<file path="src/rtl/uart_pkg.sv">
// Shared UART definitions: receiver states and default frame geometry.
// The transmitter will pick up the same defaults from here.
package uart_pkg;

    typedef enum logic [2:0] {
        IDLE,
        START,
        DATA,
        PARITY,
        STOP
    } rx_state_e;

    localparam int NB_DATA_DEF      = 8;
    localparam int OVERSAMPLING_DEF = 16;
    localparam int SB_TICKS_DEF     = 16;

endpackage

</file>
<file path="src/rtl/sync_2ff.sv">
// Two-flop synchronizer for asynchronous inputs, with a configurable reset value.
module sync_2ff #(
    parameter int               WIDTH   = 1,
    parameter logic [WIDTH-1:0] RST_VAL = '1
) (
    input  logic             i_clk,
    input  logic             i_reset,
    input  logic [WIDTH-1:0] d_i,
    output logic [WIDTH-1:0] q_o
);

    logic [WIDTH-1:0] meta_q;
    logic [WIDTH-1:0] sync_q;

    always_ff @(posedge i_clk) begin
        if (i_reset) begin
            meta_q <= RST_VAL;
            sync_q <= RST_VAL;
        end else begin
            meta_q <= d_i;
            sync_q <= meta_q;
        end
    end

    assign q_o = sync_q;

endmodule

</file>
<file path="src/rtl/uart_rx.sv">
// Oversampling UART receiver: mid-bit sampling, optional parity, framing check.
// Outputs are registered and hold until the next completed frame.
module uart_rx
    import uart_pkg::*;
#(
    parameter int NB_DATA      = NB_DATA_DEF,
    parameter int OVERSAMPLING = OVERSAMPLING_DEF,
    parameter int SB_TICKS     = SB_TICKS_DEF,
    parameter int PARITY_EN    = 0,
    parameter int PARITY_ODD   = 0
) (
    input  logic               i_clk,
    input  logic               i_reset,
    input  logic               i_s_tick,
    input  logic               i_rx,
    output logic [NB_DATA-1:0] o_data,
    output logic               o_rx_done,
    output logic               o_frame_err,
    output logic               o_parity_err
);

    localparam int SC_MAX = (OVERSAMPLING > SB_TICKS) ? OVERSAMPLING : SB_TICKS;
    localparam int SC_W   = $clog2(SC_MAX);
    localparam int NC_W   = (NB_DATA > 1) ? $clog2(NB_DATA) : 1;

    localparam logic [SC_W-1:0] HALF_LAST = SC_W'(OVERSAMPLING / 2 - 1);
    localparam logic [SC_W-1:0] BIT_LAST  = SC_W'(OVERSAMPLING - 1);
    localparam logic [SC_W-1:0] STOP_LAST = SC_W'(SB_TICKS - 1);
    localparam logic [NC_W-1:0] DATA_LAST = NC_W'(NB_DATA - 1);
    localparam logic            ODD_BIT   = 1'(PARITY_ODD);

    logic               rx_s;
    rx_state_e          state_q;
    logic [SC_W-1:0]    s_cnt_q;
    logic [NC_W-1:0]    n_cnt_q;
    logic [NB_DATA-1:0] b_q;
    logic [NB_DATA-1:0] b_d;
    logic               par_err_q;
    logic               par_err_d;
    logic [NB_DATA-1:0] data_q;
    logic               done_q;
    logic               ferr_q;
    logic               perr_q;

    sync_2ff #(
        .WIDTH   (1),
        .RST_VAL (1'b1)
    ) u_sync_rx (
        .i_clk   (i_clk),
        .i_reset (i_reset),
        .d_i     (i_rx),
        .q_o     (rx_s)
    );

    // Line is LSB first, so each new bit enters at the MSB and shifts right.
    assign b_d       = NB_DATA'({rx_s, b_q} >> 1);
    assign par_err_d = ^b_q ^ rx_s ^ ODD_BIT;

    always_ff @(posedge i_clk) begin
        if (i_reset) begin
            state_q   <= IDLE;
            s_cnt_q   <= '0;
            n_cnt_q   <= '0;
            b_q       <= '0;
            par_err_q <= 1'b0;
            data_q    <= '0;
            done_q    <= 1'b0;
            ferr_q    <= 1'b0;
            perr_q    <= 1'b0;
        end else begin
            done_q <= 1'b0;
            unique case (state_q)
                IDLE: begin
                    if (!rx_s) begin
                        state_q   <= START;
                        s_cnt_q   <= '0;
                        par_err_q <= 1'b0;
                    end
                end
                START: begin
                    if (i_s_tick) begin
                        if (s_cnt_q == HALF_LAST) begin
                            s_cnt_q <= '0;
                            n_cnt_q <= '0;
                            state_q <= rx_s ? IDLE : DATA;
                        end else begin
                            s_cnt_q <= s_cnt_q + 1'b1;
                        end
                    end
                end
                DATA: begin
                    if (i_s_tick) begin
                        if (s_cnt_q == BIT_LAST) begin
                            s_cnt_q <= '0;
                            b_q     <= b_d;
                            if (n_cnt_q == DATA_LAST) begin
                                state_q <= (PARITY_EN != 0) ? PARITY : STOP;
                            end else begin
                                n_cnt_q <= n_cnt_q + 1'b1;
                            end
                        end else begin
                            s_cnt_q <= s_cnt_q + 1'b1;
                        end
                    end
                end
                PARITY: begin
                    if (i_s_tick) begin
                        if (s_cnt_q == BIT_LAST) begin
                            s_cnt_q   <= '0;
                            par_err_q <= par_err_d;
                            state_q   <= STOP;
                        end else begin
                            s_cnt_q <= s_cnt_q + 1'b1;
                        end
                    end
                end
                STOP: begin
                    if (i_s_tick) begin
                        if (s_cnt_q == STOP_LAST) begin
                            s_cnt_q <= '0;
                            state_q <= IDLE;
                            done_q  <= 1'b1;
                            data_q  <= b_q;
                            ferr_q  <= ~rx_s;
                            perr_q  <= par_err_q;
                        end else begin
                            s_cnt_q <= s_cnt_q + 1'b1;
                        end
                    end
                end
                default: state_q <= IDLE;
            endcase
        end
    end

    assign o_data       = data_q;
    assign o_rx_done    = done_q;
    assign o_frame_err  = ferr_q;
    assign o_parity_err = perr_q;

endmodule
</file>
<file path="config.mk">
export PLATFORM = sky130hd
export DESIGN_NAME = uart_rx
export DESIGN_NICKNAME = d
export VERILOG_FILES = /design/src/rtl/uart_pkg.sv /design/src/rtl/sync_2ff.sv /design/src/rtl/uart_rx.sv
export SDC_FILE = /design/constraint.sdc
export NUM_CORES = 1
export LEC_CHECK = 0
export ABC_AREA = 1
export ABC_CLOCK_PERIOD_IN_PS = 1650
export CORE_MARGIN = 2
export CORE_UTILIZATION = 58
export CTS_BUF_LIST = sky130_fd_sc_hd__clkbuf_4
export CTS_CLUSTER_DIAMETER = 100
export DETAILED_ROUTE_END_ITERATION = 6
export MAX_ROUTING_LAYER = met4
export PLACE_DENSITY = 0.81
export SYNTH_ARGS = -nofsm -noshare
export SYNTH_HDL_FRONTEND = slang
export SYNTH_SLANG_ARGS = --single-unit
</file>
<file path="constraint.sdc">
create_clock -name i_clk -period 1.65 [get_ports i_clk]
set_input_delay 0.495 -clock i_clk [delete_from_list [all_inputs] [get_ports i_clk]]
set_output_delay 0.495 -clock i_clk [all_outputs]
set_load 0.05 [all_outputs]
</file>
Word level (Yosys, flattened, before mapping). Cells that the tools add are included. Widths: inputs -> output; s select.

Add/sub/neg operators: 2. $mul: 0. Divide/modulo/power cells: 0. $lt $le $gt $ge: 0. Eq/ne operators: 19. Shifts and indexed selects: 0. Multiplexer cells: 29. Bitwise gates (word level): 4. Reduce and logical (&&, ||, !) cells: 13.

Operators by type and width (count): $mux 3 (15); $ne 2x2->1 const B (11); $mux 4 (5); $pmux 3 s5 (1); $pmux 4 s3 (1); $reduce_and 10->1 (1); $reduce_and 4->1 (2); $reduce_xor 8->1 (1); $eq 3x2->1 const B (2); $eq 3x3->1 const B (2); $pmux 3 s2 (1); $reduce_and 3->1 (2); $reduce_and 6->1 (1); $reduce_or 3->1 (2); $add 4x1->4 const B (1); $eq 4x3->1 const B (1); $eq 4x4->1 const B (1); $mux 1 (4); $reduce_bool 2->1 (2); $add 3x1->3 const B (1); $eq 3x1->1 const B (1); $logic_not 3->1 (1); $not 1->1 (3); $reduce_bool 3->1 (1); other kinds (4) (4).

Bits in registers: 32. Bits in latches: 0. Memory bits (writable): 0. Memory bits (read-only): 0. Input bits: 4. Output and inout bits: 11. Word-level logic and storage cells: 78. Memories: 0.

Depth between registers and ports, before layout. Gate-level depths: netlist (run 1).

Depth in word-level cells: 5. Gate-level depth with buffers: 10. Depth with buffers taken out: 10.

Cells and area by module. From an unflattened synthesis (run 1), not the netlist that was laid out.

Cell total of the unflattened synthesis: 221. Area, all modules: 1540.2 µm².

Modules (own cells, without submodules): uart_rx (instances 1, cells each 214, area an instance 1481.4 µm², seq. area each 600.6 µm²); sync_2ff (instances 1, cells each 7, area an instance 58.8 µm², seq. area each 40.0 µm²).

Least setup slack after synthesis (run 1). OpenSTA, ideal clock, no wires.

Path kind: register to register. Start: register s_cnt_q[0]. End: register perr_q, in the netlist o_parity_err. Library setup time: 116 ps. Arrival: 1211 ps. Required time: 1534 ps. Slack: 322 ps. Stages on the path, launching flop included: 8. Buffers on the path: 1. Clock period less this slack: 1328 ps. Cells stage by stage: dfxtp_1 ha_1 nand4_4 nor2_4 buf_6 inv_1 nor2_1 nor2_1.

Longest elaborated chain between the ends: 2.

Ends and longest elaborated chain: from (decl) (line uart_rx.sv:34) `logic [SC_W-1:0] s_cnt_q;`; from (signal assigned) (line uart_rx.sv:87) `s_cnt_q <= s_cnt_q + 1'b1;`; from (signal assigned) (line uart_rx.sv:102) `s_cnt_q <= s_cnt_q + 1'b1;`; from (signal assigned) (line uart_rx.sv:113) `s_cnt_q <= s_cnt_q + 1'b1;`; $eq 4x4->1 (line uart_rx.sv:119) `if (s_cnt_q == STOP_LAST) begin`; $reduce_and 3->1 (no line); to (signal assigned) (line uart_rx.sv:125) `perr_q <= par_err_q;`; to (decl) (line uart_rx.sv:43) `logic perr_q;`.

Every way passes these cells. A chain may end at the register's enable or synchronous reset.

Final worst setup path (run 1).
Start: input i_s_tick. End: register data_q[4], in the netlist o_data[4].

Longest elaborated chain between the ends: 1.

Ends and longest elaborated chain: from (decl) (line uart_rx.sv:14) `input logic i_s_tick,`; $reduce_and 3->1 (no line); to (signal assigned) (line uart_rx.sv:123) `data_q <= b_q;`; to (decl) (line uart_rx.sv:40) `logic [NB_DATA-1:0] data_q;`.

Every way passes these cells.

==> results of run 1 <==
==> per-stage QoR <==
stage / hold slack (ns) / area, um2 / TNS (ns) / setup WS [ns] / total power, W
after floorplan: 0.389 / 1580 / 0 / 0.322 / 0.00131
final: 0.428 / 1940 / 0 / 0.0697 / 0.00185
after global placement: 0.391 / 1870 / -3.85 / -0.179 / 0.00141
after CTS: 0.434 / 1920 / 0 / 0.0792 / 0.00184
after global routing: 0.442 / 1940 / 0 / 0.0233 / 0.00199
after detailed placement: 0.411 / 1870 / -5.21 / -0.250 / 0.00143
==> per-layer routing <==
metal,vias up,global-route usage [%],wire (um),part of all wire (%)
li1,734,-,-,-
met1,697,30.1,1430,42
met2,56,40.5,1670,48
met3,15,6.45,242,7.0
met4,0,9.18,106,3.1
met5,-,-,0,0
==> critical path, cell delays in order <==
cell and delay (ns):
clkdlybuf4s50_1 0.53, nand4_4 0.20, nor2_4 0.20, buf_4 0.18, o21ai_1 0.06, a21oi_1 0.15
==> cell families after synthesis <==
kind of cell | synth area share, %
AOI/OAI and AO/OA | 16.4
xor gates and xnor gates | 0.553
adders and majority gates | 2.37
buffers and inverters | 9.00
DFF | 40.4
and+or+nand+nor | 31.3
==> sequential cells by signal, summed over array words and instances, names as in the netlist <==
| name | cells |
|---|---|
| u_sync_rx.meta_q | 1 |
| s_cnt_q | 4 |
| u_sync_rx.q_o | 1 |
| b_q | 8 |
| n_cnt_q | 3 |
| o_data | 8 |
| par_err_q | 1 |
| state_q | 3 |
| o_rx_done | 1 |
| o_parity_err | 1 |
| o_frame_err | 1 |
==> worst max-delay path by stage <==
stage | from | to
2_1_floorplan | s_cnt_q[0] | o_parity_err
3_3_place_gp | i_s_tick | o_data[2]
3_5_place_dp | i_s_tick | o_data[4]
4_1_cts | s_cnt_q[0] | o_data[4]
5_1_grt | i_s_tick | o_data[4]
6_report | i_s_tick | o_data[4]
==> layout by cell type (no fill, tap or decap), drive strengths merged <==
cell / count
a21oi: 25
buf: 17
clkbuf: 5
clkdlybuf4s50: 3
clkinv: 3
dfxtp: 32
ha: 3
inv: 23
nand2: 56
nand3: 12
nand4: 6
nor2: 25
nor3: 1
o21a: 1
o21ai: 20
or2: 2
xor2: 1
==> power groups by stage <==
stage,combinational (W),clock [W],sequential [W]
final,0.000558,0.000416,0.000875
after global routing,0.000636,0.000470,0.000880
after CTS,0.000547,0.000423,0.000870
after detailed placement,0.000543,0,0.000889
after global placement,0.000524,0,0.000885
after floorplan,0.000439,0,0.000876
==> repair_timing <==
item	in CTS	in global routing
resized for setup	0	2
hold buffers	0	0
setup endpoints to repair	0	10
==> final cells by class <==
| cell class | instances | area share [%] |
|---|---|---|
| well taps | 30 | 1.94 |
| repair buffers | 20 | 15.9 |
| multi-input cells | 152 | 42.0 |
| inverters | 23 | 4.46 |
| clock inverters | 3 | 0.711 |
| flip-flops and latches | 32 | 33.1 |
| clock buffers | 5 | 1.94 |
==> results.sh, run 1 <==
export IMPL_track_usage_pct=25.0
export IMPL_internal_power_w=0.00115
export IMPL_ys_ff_latch=32
export IMPL_grt_pass1_wl_um=6110
export IMPL_die_h_um=56.3
export IMPL_fmax_ghz=0.633
export IMPL_tightest_slew_ns=0.284
export IMPL_drt_wl_total_um=3450
export IMPL_syn_inst=213
export IMPL_finalHoldViolCount=0
export IMPL_yosys_top_cells_count="nand2_1 (52), dfxtp_1 (32), a21oi_1 (20), inv_1 (18), nor2_1 (18)"
export IMPL_clk_pin_slew_ns=0.10
export IMPL_area_growth_pct=22.3
export IMPL_drt_iter0_drc=55
export IMPL_grt_max_degree=19
export IMPL_cp_start_kind="input port"
export IMPL_wl_per_cell_um=13.0
export IMPL_dieArea_um2=3170
export IMPL_p_clk_share_pct=22.5
export IMPL_synth_seq_area_share_pct=40.4
export IMPL_cap_violations=0
export IMPL_synth_cell_types=27
export IMPL_synth_edff_count=0
export IMPL_synth_most_common_cell="nand2_1"
export IMPL_r2r_end="o_data[4]"
export IMPL_cts_max_level=2
export IMPL_core_region_area_um2=2520
export IMPL_combPwrFrac_pct=30.2
export IMPL_clock_sinks=32
export IMPL_critPathCaptureType="flip-flop"
export IMPL_critPathArrivalTime_ns=1.82
export IMPL_initial_utilization_pct=62.8
export IMPL_reg2reg_slack_ns=0.14
export IMPL_ant_nets=0
export IMPL_power_frac_seq_pct=47.3
export IMPL_cts_tree="yes"
export IMPL_grt_ovfl_total=0
export IMPL_grt_pass1_vias=1420
export IMPL_syn_avg_cell_area_um2=7.44
export IMPL_worstReg2RegStart="s_cnt_q[0]"
export IMPL_switching_share_pct=37.8
export IMPL_drt_first_pass_iters=4
export IMPL_root_buffer="clkbuf_4"
export IMPL_fillCellCount=195
export IMPL_io_buffers=14
export IMPL_min_to="u_sync_rx.q_o"
export IMPL_worst_hold_path_num_cells=1
export IMPL_ir_worst_vdd_v=0.000941
export IMPL_die_w_um=56.3
export IMPL_ioPinCount=15
export IMPL_drc_errors=0
export IMPL_skew_ns=0.0113
export IMPL_place_inst=257
export IMPL_synth_area_um2=1580
export IMPL_fin_nets=241
export IMPL_via_per_inst=5.67
export IMPL_antenna_cells=0
export IMPL_syn_nets=220
export IMPL_hold_path_startpoint="u_sync_rx.meta_q"
export IMPL_synth_warnings=0
export IMPL_final_core_utilization_pct=76.8
export IMPL_rows=18
export IMPL_path_max_fanout=9
export IMPL_slew_headroom_pct=80.9
export IMPL_gp_congestion=0.832
export IMPL_power_switching_w=0.000698
export IMPL_status="finished clean"
export IMPL_rsz0062_at_grt="false"
export IMPL_clock_latency_ns=0.33
export IMPL_yosysTopAreaCell="dfxtp_1"
export IMPL_setup_viol=0
export IMPL_antenna_found_initial=0
export IMPL_finalCritPeriodShare_pct=95.8
export IMPL_required_ns=1.89
export IMPL_multi_input_area_um2=813
export IMPL_p_leak_nw=0.868
export IMPL_clk_path_buf_depth=2
export IMPL_seqCellArea_um2=641
export IMPL_ys_async_sr_fraction_pct=0
export IMPL_hpwl_um=2630
export IMPL_fin_crit_ns=1.58
export IMPL_slew_violations=0
export IMPL_worstSetupPathType="in2reg"
export IMPL_netlist_top_cells_area="dfxtp_1 (40%), nand2_1 (12%), a21oi_1 (6.3%), inv_1 (4.3%), nor2_1 (4.3%)"
export IMPL_synth_top_area_share_pct=40.4
export IMPL_fin_cells=265
export IMPL_vias=1502
export IMPL_reg2reg_depth=6
export IMPL_drive_gt1_share_pct=22.6
export IMPL_post_cts_buffers=0
export IMPL_cts_inserted_buffers=5
export IMPL_power_density_nw_per_um2=954
export IMPL_ys_flop_type="dfxtp_1"
export IMPL_hold_path_class="reg2reg"
Power figures use the tool's default switching activity.
==> inputs of run 2 (changes only) <==
--- a/config.mk
+++ b/config.mk
@@ -8,12 +8,11 @@
 export ABC_AREA = 1
 export ABC_CLOCK_PERIOD_IN_PS = 1650
 export CORE_MARGIN = 2
-export CORE_UTILIZATION = 58
-export CTS_BUF_LIST = sky130_fd_sc_hd__clkbuf_4
+export CORE_UTILIZATION = 56
 export CTS_CLUSTER_DIAMETER = 100
 export DETAILED_ROUTE_END_ITERATION = 6
 export MAX_ROUTING_LAYER = met4
-export PLACE_DENSITY = 0.81
+export PLACE_DENSITY = 0.78
 export SYNTH_ARGS = -nofsm -noshare
 export SYNTH_HDL_FRONTEND = slang
 export SYNTH_SLANG_ARGS = --single-unit
==> run 2 against run 1 <==
Against the previous run:
- global-route usage down 1.9 points
- sequential power down 0.6%
- setup slack better by 0.024 ns
- final cell count unchanged
- clock skew down 0.0082 ns
- hold slack worse by 0.013 ns
- maximum frequency up 1.6%
- design area down 0.26%
- register-to-register slack about the same
- critical path depth down 1
- clock power up 16%
- critical path type unchanged
==> results.sh, run 2 (synthesized netlist as in run 1, its figures left out) <==
export IMPL_fin_crit_ns=1.56
export IMPL_die_h_um=57.2
export IMPL_area_growth_pct=22.0
export IMPL_drive_gt1_share_pct=22.2
export IMPL_status="finished clean"
export IMPL_cp_slowest_stage_delay_ns=0.54
export IMPL_slew_violations=0
export IMPL_critPathCaptureType="flip-flop"
export IMPL_hpwl_um=2370
export IMPL_path_buf_inv=1
export IMPL_ctsHoldBuffers=0
export IMPL_cts_tree="yes"
export IMPL_via_per_inst=5.43
export IMPL_setup_slack_ns=0.0939
export IMPL_final_common_cell="nand2_1"
export IMPL_totalPowerFinal_w=0.00191
export IMPL_setup_viol=0
export IMPL_drt_wl_total_um=3210
export IMPL_drc_errors=0
export IMPL_power_switching_w=0.000705
export IMPL_drt_iter0_drc=72
export IMPL_power_frac_seq_pct=45.6
export IMPL_hold_path_class="reg2reg"
export IMPL_place_inst=257
export IMPL_path_max_fanout=18
export IMPL_gp_congestion=0.929
export IMPL_rows=19
export IMPL_required_ns=1.93
export IMPL_clock_latency_ns=0.34
export IMPL_rsz0062_at_grt="false"
export IMPL_multi_input_area_um2=803
export IMPL_clk_path_buf_depth=2
export IMPL_slew_headroom_pct=81.3
export IMPL_dp_slack_ns=-0.251
export IMPL_antenna_found_initial=0
export IMPL_cap_violations=0
export IMPL_power_density_nw_per_um2=987
export IMPL_p_leak_nw=0.861
export IMPL_clk_pin_slew_ns=0.10
export IMPL_switching_share_pct=37.0
export IMPL_crit_family="simple AND/OR/NAND/NOR gates"
export IMPL_grt_pass1_wl_um=5740
export IMPL_initial_utilization_pct=58.4
export IMPL_critPathArrivalTime_ns=1.84
export IMPL_internal_power_w=0.00120
export IMPL_tightest_slew_ns=0.280
export IMPL_io_buffers=14
export IMPL_dieArea_um2=3270
export IMPL_grt_max_degree=23
export IMPL_cts_max_level=2
export IMPL_stdcell_area_um2=1930
export IMPL_ant_nets=0
export IMPL_core_region_area_um2=2710
export IMPL_finalCritPeriodShare_pct=94.3
export IMPL_ir_worst_vdd_v=0.000933
export IMPL_clock_sinks=32
export IMPL_layout_common_cells="nand2_1 (52), dfxtp_1 (32), a21oi_1 (20), inv_1 (18), nor2_1 (18)"
export IMPL_ioPinCount=15
export IMPL_grt_pass1_vias=1427
export IMPL_wl_per_cell_um=12.1
export IMPL_crit_slowest_cell="clkdlybuf4s50_1"
export IMPL_track_usage_pct=23.2
export IMPL_cp_start_kind="input port"
export IMPL_fin_nets=240
export IMPL_antenna_cells=0
export IMPL_seqCellArea_um2=641
export IMPL_skew_ns=0.00309
export IMPL_die_w_um=57.2
export IMPL_fin_cells=265
export IMPL_vias=1438
export IMPL_crit_chain="clkdlybuf4s50_1, nand4_4, nor2_8, nand4_1, a21oi_1"
export IMPL_p_clk_share_pct=25.4
export IMPL_root_buffer="clkbuf_4"
export IMPL_drt_first_pass_iters=4
export IMPL_fillCellCount=215
export IMPL_grt_ovfl_total=0
export IMPL_worstSetupPathType="in2reg"
export IMPL_fmax_ghz=0.643
export IMPL_dpl_cell_area_um2=1870
export IMPL_final_core_utilization_pct=71.3
export IMPL_cts_inserted_buffers=5
export IMPL_finalHoldViolCount=0
export IMPL_combPwrFrac_pct=29.0
[run 2: per-stage QoR]
| stage | setup TNS, ns | hold WS (ns) |
|---|---|---|
| floorplan | 0 | 0.389 |
| finish | 0 | 0.415 |
| global route | 0 | 0.436 |
| global placement | -3.99 | 0.393 |
| detailed placement | -4.62 | 0.395 |
| CTS | 0 | 0.418 |
[run 2: repair_timing]
action	CTS	global route
resized for setup	0	1
setup buffers	0	0
setup endpoints to repair	0	1
[run 2: final timing paths]
path,startpoint,to,slack [ns],cells past startpoint
max,i_s_tick,n_cnt_q[1],0.09,5
min,u_sync_rx.meta_q,u_sync_rx.q_o,0.42,1
max reg2reg,s_cnt_q[0],n_cnt_q[1],0.15,5
min reg2reg,u_sync_rx.meta_q,u_sync_rx.q_o,0.42,1
[run 2: final cells by class]
| type | count | share of cell area, % |
|---|---|---|
| flip-flops and latches | 32 | 33.2 |
| clock buffers | 7 | 2.85 |
| multi-input cells | 152 | 41.6 |
| repair buffers | 19 | 15.5 |
| well taps | 31 | 2.01 |
| clock inverters | 1 | 0.389 |
| inverters | 23 | 4.47 |
[run 2: power groups by stage]
stage | clock [W] | sequential, W | combinational [W]
finish | 0.000484 | 0.000870 | 0.000553
floorplan | 0 | 0.000876 | 0.000439
detailed placement | 0 | 0.000886 | 0.000544
CTS | 0.000492 | 0.000868 | 0.000545
global route | 0.000523 | 0.000874 | 0.000632
global placement | 0 | 0.000883 | 0.000510
[run 2: metal layers]
layer | wire (um) | part of all wire (%) | global-route usage, %
met5 | 0 | 0 | -
met4 | 64 | 2.0 | 13.3
met3 | 199 | 6.2 | 4.99
met2 | 1480 | 46 | 37.3
met1 | 1460 | 46 | 26.6
